## src/rtl/tx_line_buf.sv

```systemverilog
// rtl/tx_line_buf.sv - transmit line buffer between the cipher byte stream and the UART
// Collects bytes while idle, then drains them over valid/ready with an optional CR/LF.
module tx_line_buf #(
  parameter int DEPTH       = 32,
  parameter int ADDR_W      = 5,
  parameter bit APPEND_CRLF = 1'b1
) (
  input  logic              clk,
  input  logic              rst,
  input  logic [7:0]        wr_data,
  input  logic              wr_en,
  input  logic              print_buf,
  input  logic              tx_ready,
  output logic              tx_valid,
  output logic [7:0]        tx_data,
  output logic [ADDR_W:0]   buf_count,
  output logic              buf_empty,
  output logic              buf_full,
  output logic              busy,
  output logic              ovf
);

  typedef enum logic [1:0] {
    ST_IDLE    = 2'd0,
    ST_DRAIN   = 2'd1,
    ST_SEND_CR = 2'd2,
    ST_SEND_LF = 2'd3
  } state_t;

  localparam logic [ADDR_W:0] DEPTH_C = (ADDR_W + 1)'(DEPTH);
  localparam logic [ADDR_W:0] ONE_C   = (ADDR_W + 1)'(1);
  localparam logic [7:0]      CR_C    = 8'h0D;
  localparam logic [7:0]      LF_C    = 8'h0A;

  state_t              state_q, state_d;
  logic [ADDR_W-1:0]   wr_ptr_q, wr_ptr_d;
  logic [ADDR_W-1:0]   rd_ptr_q, rd_ptr_d;
  logic [ADDR_W:0]     count_q, count_d;
  logic                ovf_q, ovf_d;
  logic                mem_we;
  logic [7:0]          mem_q [DEPTH];
  logic                full;

  assign full = (count_q == DEPTH_C);

  always_comb begin
    state_d  = state_q;
    wr_ptr_d = wr_ptr_q;
    rd_ptr_d = rd_ptr_q;
    count_d  = count_q;
    ovf_d    = ovf_q;
    mem_we   = 1'b0;
    tx_valid = 1'b0;
    tx_data  = 8'h00;

    case (state_q)
      ST_IDLE: begin
        if (wr_en) begin
          if (!full) begin
            mem_we   = 1'b1;
            wr_ptr_d = wr_ptr_q + 1'b1;
            count_d  = count_q + 1'b1;
          end else begin
            ovf_d = 1'b1;
          end
        end
        // A same-cycle write lands first, so it alone is enough to start a drain.
        if (print_buf) begin
          if ((count_q != '0) || wr_en) begin
            state_d = ST_DRAIN;
          end else if (APPEND_CRLF) begin
            state_d = ST_SEND_CR;
          end
        end
      end

      ST_DRAIN: begin
        tx_valid = 1'b1;
        tx_data  = mem_q[rd_ptr_q];
        if (tx_ready) begin
          rd_ptr_d = rd_ptr_q + 1'b1;
          count_d  = count_q - 1'b1;
          if (count_q == ONE_C) begin
            state_d = APPEND_CRLF ? ST_SEND_CR : ST_IDLE;
          end
        end
      end

      ST_SEND_CR: begin
        tx_valid = 1'b1;
        tx_data  = CR_C;
        if (tx_ready) begin
          state_d = ST_SEND_LF;
        end
      end

      ST_SEND_LF: begin
        tx_valid = 1'b1;
        tx_data  = LF_C;
        if (tx_ready) begin
          state_d = ST_IDLE;
        end
      end

      default: begin
        state_d = ST_IDLE;
      end
    endcase

    if ((state_q != ST_IDLE) && wr_en) begin
      ovf_d = 1'b1;
    end

    // Every completed line leaves the buffer empty and realigned at slot 0.
    if ((state_q != ST_IDLE) && (state_d == ST_IDLE)) begin
      wr_ptr_d = '0;
      rd_ptr_d = '0;
      count_d  = '0;
    end
  end

  always_ff @(posedge clk) begin
    if (rst) begin
      state_q  <= ST_IDLE;
      wr_ptr_q <= '0;
      rd_ptr_q <= '0;
      count_q  <= '0;
      ovf_q    <= 1'b0;
    end else begin
      state_q  <= state_d;
      wr_ptr_q <= wr_ptr_d;
      rd_ptr_q <= rd_ptr_d;
      count_q  <= count_d;
      ovf_q    <= ovf_d;
    end
  end

  always_ff @(posedge clk) begin
    if (mem_we && !rst) begin
      mem_q[wr_ptr_q] <= wr_data;
    end
  end

  assign buf_count = count_q;
  assign buf_empty = (count_q == '0);
  assign buf_full  = full;
  assign busy      = (state_q != ST_IDLE);
  assign ovf       = ovf_q;

endmodule

```

## config.mk

```make
export PLATFORM = sky130hd
export DESIGN_NAME = tx_line_buf
export DESIGN_NICKNAME = d
export VERILOG_FILES = /design/src/rtl/tx_line_buf.sv
export SDC_FILE = /design/constraint.sdc
export NUM_CORES = 1
export LEC_CHECK = 0
export BUFFER_PORTS_ARGS = -buffer_cell sky130_fd_sc_hd__buf_2
export CAP_MARGIN = 20
export CORE_MARGIN = 4
export CORE_UTILIZATION = 55
export CTS_BUF_LIST = sky130_fd_sc_hd__clkbuf_16
export DETAILED_ROUTE_END_ITERATION = 6
export GPL_TIMING_DRIVEN = 0
export PLACE_DENSITY = 0.72
export SYNTH_ARGS = -nofsm -noshare
export SYNTH_HDL_FRONTEND = slang
export SYNTH_SLANG_ARGS = --single-unit
```

## constraint.sdc

```tcl
create_clock -name clk -period 3.4 [get_ports clk]
set_input_delay 0 -clock clk [delete_from_list [all_inputs] [get_ports clk]]
set_output_delay 0 -clock clk [all_outputs]
set_load 0.01 [all_outputs]
```

==> results of run 1 <==
worst max path at each step:
stage                   endpoint         start  cells after the start  slack [ns]
finish                tx_data[2]      register                      7        0.17
global placement    mem_q[21][6]  buf_count[0]                      6        0.34
CTS                   tx_data[0]      register                      9        0.19
detailed placement  mem_q[20][6]  buf_count[0]                      6        0.23
floorplan           mem_q[10][0]  buf_count[0]                      6        1.05
global route          tx_data[5]      register                      6       0.009
worst register-to-register path, stage by stage, from the launching register on:
cell and delay (ns):
dfxtp_1 0.48, inv_1 0.13, ha_1 0.27, a31o_2 0.27, nor3_1 0.37, nand2_1 0.40, nor2_1 0.85
state kept, by name (all words and copies together), names as in the netlist, named ones only:
signal,count
buf_count,6
mem_q,256
ovf,1
rd_ptr_q,5
state_q,2
wr_ptr_q,5
layer usage:
layer / vias up / track usage [%]
met5: - / 0
met4: 0 / 5.71
met3: 48 / 4.46
met2: 274 / 34.9
met1: 3039 / 30.7
li1: 2530 / -
power breakdown:
part / internal [mW] / switching, mW
registers: 3.85 / 0.0753
clock network: 1.61 / 1.24
logic: 0.689 / 0.794
stage by stage:
step | area (µm²) | worst slack, ns
after floorplan | 11300 | 1.05
after global placement | 11800 | 0.344
after detailed placement | 11800 | 0.232
after CTS | 12800 | 0.188
after global routing | 12800 | 0.00851
final | 12800 | 0.168
repair_timing:
action	4_1_cts	5_1_grt
hold buffers	9	0
hold endpoints to repair	70	0
resized for setup	0	0
layout make-up:
| type | count | area, µm² | area share [%] |
|---|---|---|---|
| Tap cell | 270 | 338 | 2.64 |
| Clock buffer | 29 | 726 | 5.68 |
| Inverter | 11 | 41.3 | 0.323 |
| Sequential cell | 280 | 8170 | 64.0 |
| Clock inverter | 23 | 133 | 1.04 |
| Timing Repair Buffer | 40 | 245 | 1.92 |
| Buffer | 31 | 196 | 1.54 |
| Multi-Input combinational cell | 260 | 2930 | 22.9 |
cell usage after synthesis (3+ instances only):
| master | number |
|---|---|
| nand4_1 | 7 |
| nor2b_1 | 9 |
| nand3_1 | 4 |
| xnor2_1 | 7 |
| ha_1 | 9 |
| xor2_1 | 7 |
| inv_1 | 11 |
| edfxtp_1 | 256 |
| mux4_1 | 36 |
| nor3_1 | 3 |
| a21oi_1 | 7 |
| nor2_1 | 57 |
| a311oi_1 | 3 |
| dfxtp_1 | 24 |
| mux4_2 | 35 |
| nand3b_1 | 4 |
| a2111oi_0 | 8 |
| a211oi_1 | 6 |
| nand2b_1 | 3 |
| mux2i_1 | 7 |
| a221oi_1 | 4 |
| clkbuf_1 | 16 |
| buf_2 | 7 |
| or3b_2 | 3 |
| nand2_1 | 15 |
| buf_12 | 3 |
cells by family (layout without fill, tap and decap cells):
family	count (synthesis)	count (layout)	synth area share, %
compound gates	42	42	2.74
mux	79	79	16.0
fa+ha+maj	9	9	0.994
xor+xnor	14	14	1.08
buf+inv	42	134	2.10
simple gates	116	116	4.98
flops	280	280	72.1
==> metrics.txt, run 1 <==
outcome completed; drt pass-1 iters 6; die height 152 µm; number of DRC markers in iteration 0 508; Post-Route WL 24100 µm; Max Cap Viol 0; worst path arrival time 3.23 ns; LEAKAGE 4.14 nW; P&R area growth vs syn 12.7%; Starting Density 56.0%; # clock sinks 280; Tot Pwr 8.26 mW; Seq/Total Area, Yosys 72.1%; Post-Syn Nets 604; final setup TNS 0 ns; yosys warns 0; ys async rst share 0%; final hold vios 0; CTS root buffer clkbuf_16; GP Congestion 0.854; Detail Placement HPWL 15300 µm; # rows 52; R2R Setup Slk 0.25 ns; Clock transition at path regs 0.07 ns; I/O pin cnt 32; WL/cell 25.5 µm; Worst-Skew Late Latency 0.54 ns; Worst EP required 3.40 ns; first-pass GRT wire length 36300 µm; reg-to-reg endpoint mem_q[24][1]; Post-CTS Setup Inserts 0; Cells after Synth 582; CTS tree built; VDD IR-drop max 0.494 mV; DRC errors left 0; Slew HR 33.9%; core area 20200 µm²; largest net degree at the start of global routing 33; non-filler instance count after layout 944; CP Capture Type output port; vias in the first global route 5999; Buffers & Inverters on Critical Path 4; metal2 WL 11600 µm; post-synth top area cell edfxtp_1; fin util 63.1%; Hold WS 0.0142 ns; H-tree Lvls 1; DIE WIDTH 152 µm; fmax 0.309 GHz; Post-synth EDFFs 256; Hold Startpoint wr_data[1]; Worst Tran Pin Value 0.992 ns; DIE AREA 23000 µm²; Hold WC Path Type input port to register; Syn Std Cell Area 11300 µm²; WHS Endpoint mem_q[18][1]; Max FO, Critical Path 10; Setup CP Type register to output port; antenna viol nets, final 0; peak per-stage delay on the critical path 0.63 ns; number of port buffers 31; gr usage total 21.6%; layout cell share with drive strength beyond 1 19.6%; Final Cycle Share 95.1%; Pins Over Slew Limit 0; ys flop type edfxtp_1; flops & latches, synth 280; commonest non-fill, non-tap cells in the layout edfxtp_1 (256), nor2_1 (57), buf_2 (38), mux4_1 (36), mux4_2 (35); most common cell after layout, fill and taps aside edfxtp_1; Vias 5891; grt ovf 0; PD cells 647 nW/µm²; Ant. Diodes 0; CP Launch Type register; CP max stage cell clkbuf_1; Reg2Reg Depth 6; Final min period 3.23 ns; met3 routed WL 1910 µm; clock tree buffer depth 3; Area contributors post-synth edfxtp_1 (68%), mux4_1 (8.3%), mux4_2 (7.0%); nets@finish 674; crit-path cells buf_2 > clkbuf_1 > clkbuf_1 > mux4_2 > o21ai_1 > nand2_1 > buf_2; max layer used met4; antenna violations before repair 0; final setup fails 0; synthesized area per cell 19.5 µm²; CTS buffer count 28; Hold Crit Depth 1; vias per inst 6.24; Yosys cell types 48; # fillers 1413; Placed Cells incl. Taps 883; M1 WL 9930 µm; Setup Skew 0.0110 ns; top cell type's share of synthesized area 67.8%; RR Startpoint buf_count[0]; cell family with most CP delay buffers and inverters; RSZ-0062 raised after global routing false
No activity file was read; power rests on OpenSTA's default activity.
==> run 2: changes to the inputs <==
--- a/config.mk
+++ b/config.mk
@@ -12,7 +12,7 @@
 export CTS_BUF_LIST = sky130_fd_sc_hd__clkbuf_16
 export DETAILED_ROUTE_END_ITERATION = 6
 export GPL_TIMING_DRIVEN = 0
-export PLACE_DENSITY = 0.72
+export PLACE_DENSITY_LB_ADDON = 0.08
 export SYNTH_ARGS = -nofsm -noshare
 export SYNTH_HDL_FRONTEND = slang
 export SYNTH_SLANG_ARGS = --single-unit
==> metrics.txt, run 2 (synthesized netlist as in run 1, its figures left out) <==
outcome completed; first-pass GRT wire length 36600 µm (+0.80%); vias per inst 6.07 (-2.7%); PD cells 661 nW/µm² (+2.3%); number of port buffers 31 (unchanged); Vias 5750 (-2.4%); peak per-stage delay on the critical path 0.60 ns (-0.03 ns); final setup TNS 0 ns (unchanged); DIE AREA 23000 µm² (unchanged); DIE WIDTH 152 µm (unchanged); H-tree Lvls 1 (unchanged); clock tree buffer depth 3 (unchanged); gr usage total 22.0% (+0.41 points); Starting Density 56.0% (unchanged); Detail Placement HPWL 15500 µm (+1.4%); WL/cell 25.8 µm (+0.98%); fmax 0.301 GHz (-2.7%); Worst-Skew Late Latency 0.54 ns (about the same); # hold bufs at CTS 10 (+1); CP Launch Type register; Worst Tran Pin Value 1.03 ns (+0.0356 ns); Hold WC Path Type input port to register; antenna violations before repair 0 (unchanged); clock power share 36.5% (+1.9 points); drt pass-1 iters 5 (-1); post-route cell area 12900 µm² (+0.73%); final worst slack 0.0778 ns (-0.0904 ns); Sw Pwr 2.13 mW (+0.81%); largest net degree at the start of global routing 33 (unchanged); LEAKAGE 4.17 nW (+0.76%); vias in the first global route 5808 (-3.2%); Clock transition at path regs 0.06 ns (about the same); CTS tree built; final hold vios 0 (unchanged); Largest register FFs 256 (unchanged); nets@finish 676 (+0.30%); final setup fails 0 (unchanged); Hold Startpoint wr_data[5]; die height 152 µm (unchanged); dpl ws 0.244 ns (+0.0116 ns); Setup CP Type register to output port; Comb power frac 17.4% (-0.6 points); VDD IR-drop max 0.437 mV (-11%); Pins Over Slew Limit 0 (unchanged); I/O pin cnt 32 (unchanged); Reg with most FFs mem_q; Sw Ratio 25.0% (-0.55 points); Hold WS 0.0179 ns (+0.00377 ns); crit-path cells buf_2 > clkbuf_1 > clkbuf_1 > a211oi_1 > a2111oi_0 > buf_2; Post-Place Cell Area 11800 µm² (unchanged); # rows 52 (unchanged); GP Congestion 0.870 (+2.0%); Slew HR 31.3% (-2.6 points); Ant. Diodes 0 (unchanged); CTS root buffer clkbuf_16; Final min period 3.32 ns (+0.0904 ns); commonest non-fill, non-tap cells in the layout edfxtp_1 (256), nor2_1 (57), buf_2 (38), mux4_1 (36), mux4_2 (35); # clock sinks 280 (unchanged); Final Cycle Share 97.7% (+2.7 points); CP Capture Type output port; worst path arrival time 3.32 ns (+0.09 ns); grt ovf 0 (unchanged); RSZ-0062 raised after global routing false; CTS buffer count 29 (+3.6%); RR Startpoint buf_count[0]; Max FO, Critical Path 10 (unchanged); number of DRC markers in iteration 0 545 (+7.3%); antenna viol nets, final 0 (unchanged); core area 20200 µm² (unchanged); most common cell after layout, fill and taps aside edfxtp_1; CP max stage cell clkbuf_1; DRC errors left 0 (unchanged); layout cell share with drive strength beyond 1 19.1% (-0.53 points); P&R area growth vs syn 13.5%; Max Cap Viol 0 (unchanged); Setup Skew 0.0241 ns (+0.0130 ns); Internal 6.38 mW (+3.8%); fin util 63.6% (+0.46 points); Post-Route WL 24400 µm (+1.3%); Post-CTS Setup Inserts 0 (unchanged); Reg power frac 46.1% (-1.4 points); PostCTS Resize Cnt 0 (unchanged); Worst EP required 3.40 ns (about the same)
==> run 2: cell count changes in the layout (fill, tap and decap cells not counted), sizes merged <==
cell / change
bufinv: +3
inv: +2
clkinv: -4
clkinvlp: +1
dlygate4sd3: +1
==> run 2: layout make-up <==
class	count	area (µm²)
clock inverter	25	215
buffer	31	196
multi-input combinational	260	2930
timing repair buffer	41	255
sequential	280	8170
clock buffer	29	726
inverter	11	41.3
fill	1423	7370
tap	270	338
==> run 2: worst max-delay path: cells and delay by family, from the launching register on <==
kind	cells	cell delay (ns)
buffers and inverters	4	1.66
AO/OA/AOI/OAI	2	0.83
flip-flops	1	0.30
==> run 2: power by group through the flow <==
stage	Sequential (mW)	Clock, mW	Combinational (mW)
detailed placement	3.99	0	1.45
global route	3.93	3.30	1.61
finish	3.92	3.11	1.48
floorplan	3.99	0	0.999
global placement	3.99	0	1.42
CTS	3.92	3.16	1.49
==> run 2: final timing paths <==
path,slack (ns),to,cells after the start
setup / recovery,0.08,tx_data[4],6
hold / removal,0.02,mem_q[16][5],1
setup reg to reg,0.21,mem_q[17][3],6
hold reg to reg,0.53,register,2
==> run 2: per-layer routing <==
layer  GRT usage, %  part of all wire (%)  wire length, µm  vias to the layer above
met5              0                     0                0                        -
met4           6.15                   2.3              556                        0
met3           3.15                   6.8             1660                       40
met2           35.2                    48            11800                      193
met1           32.5                    43            10400                     2979
li1               -                     -                -                     2538
==> run 2: through the flow <==
stage	power [mW]	cells
5_1_grt	8.84	947
4_1_cts	8.57	947
2_1_floorplan	4.99	582
3_3_place_gp	5.41	883
3_5_place_dp	5.44	883
6_report	8.51	947
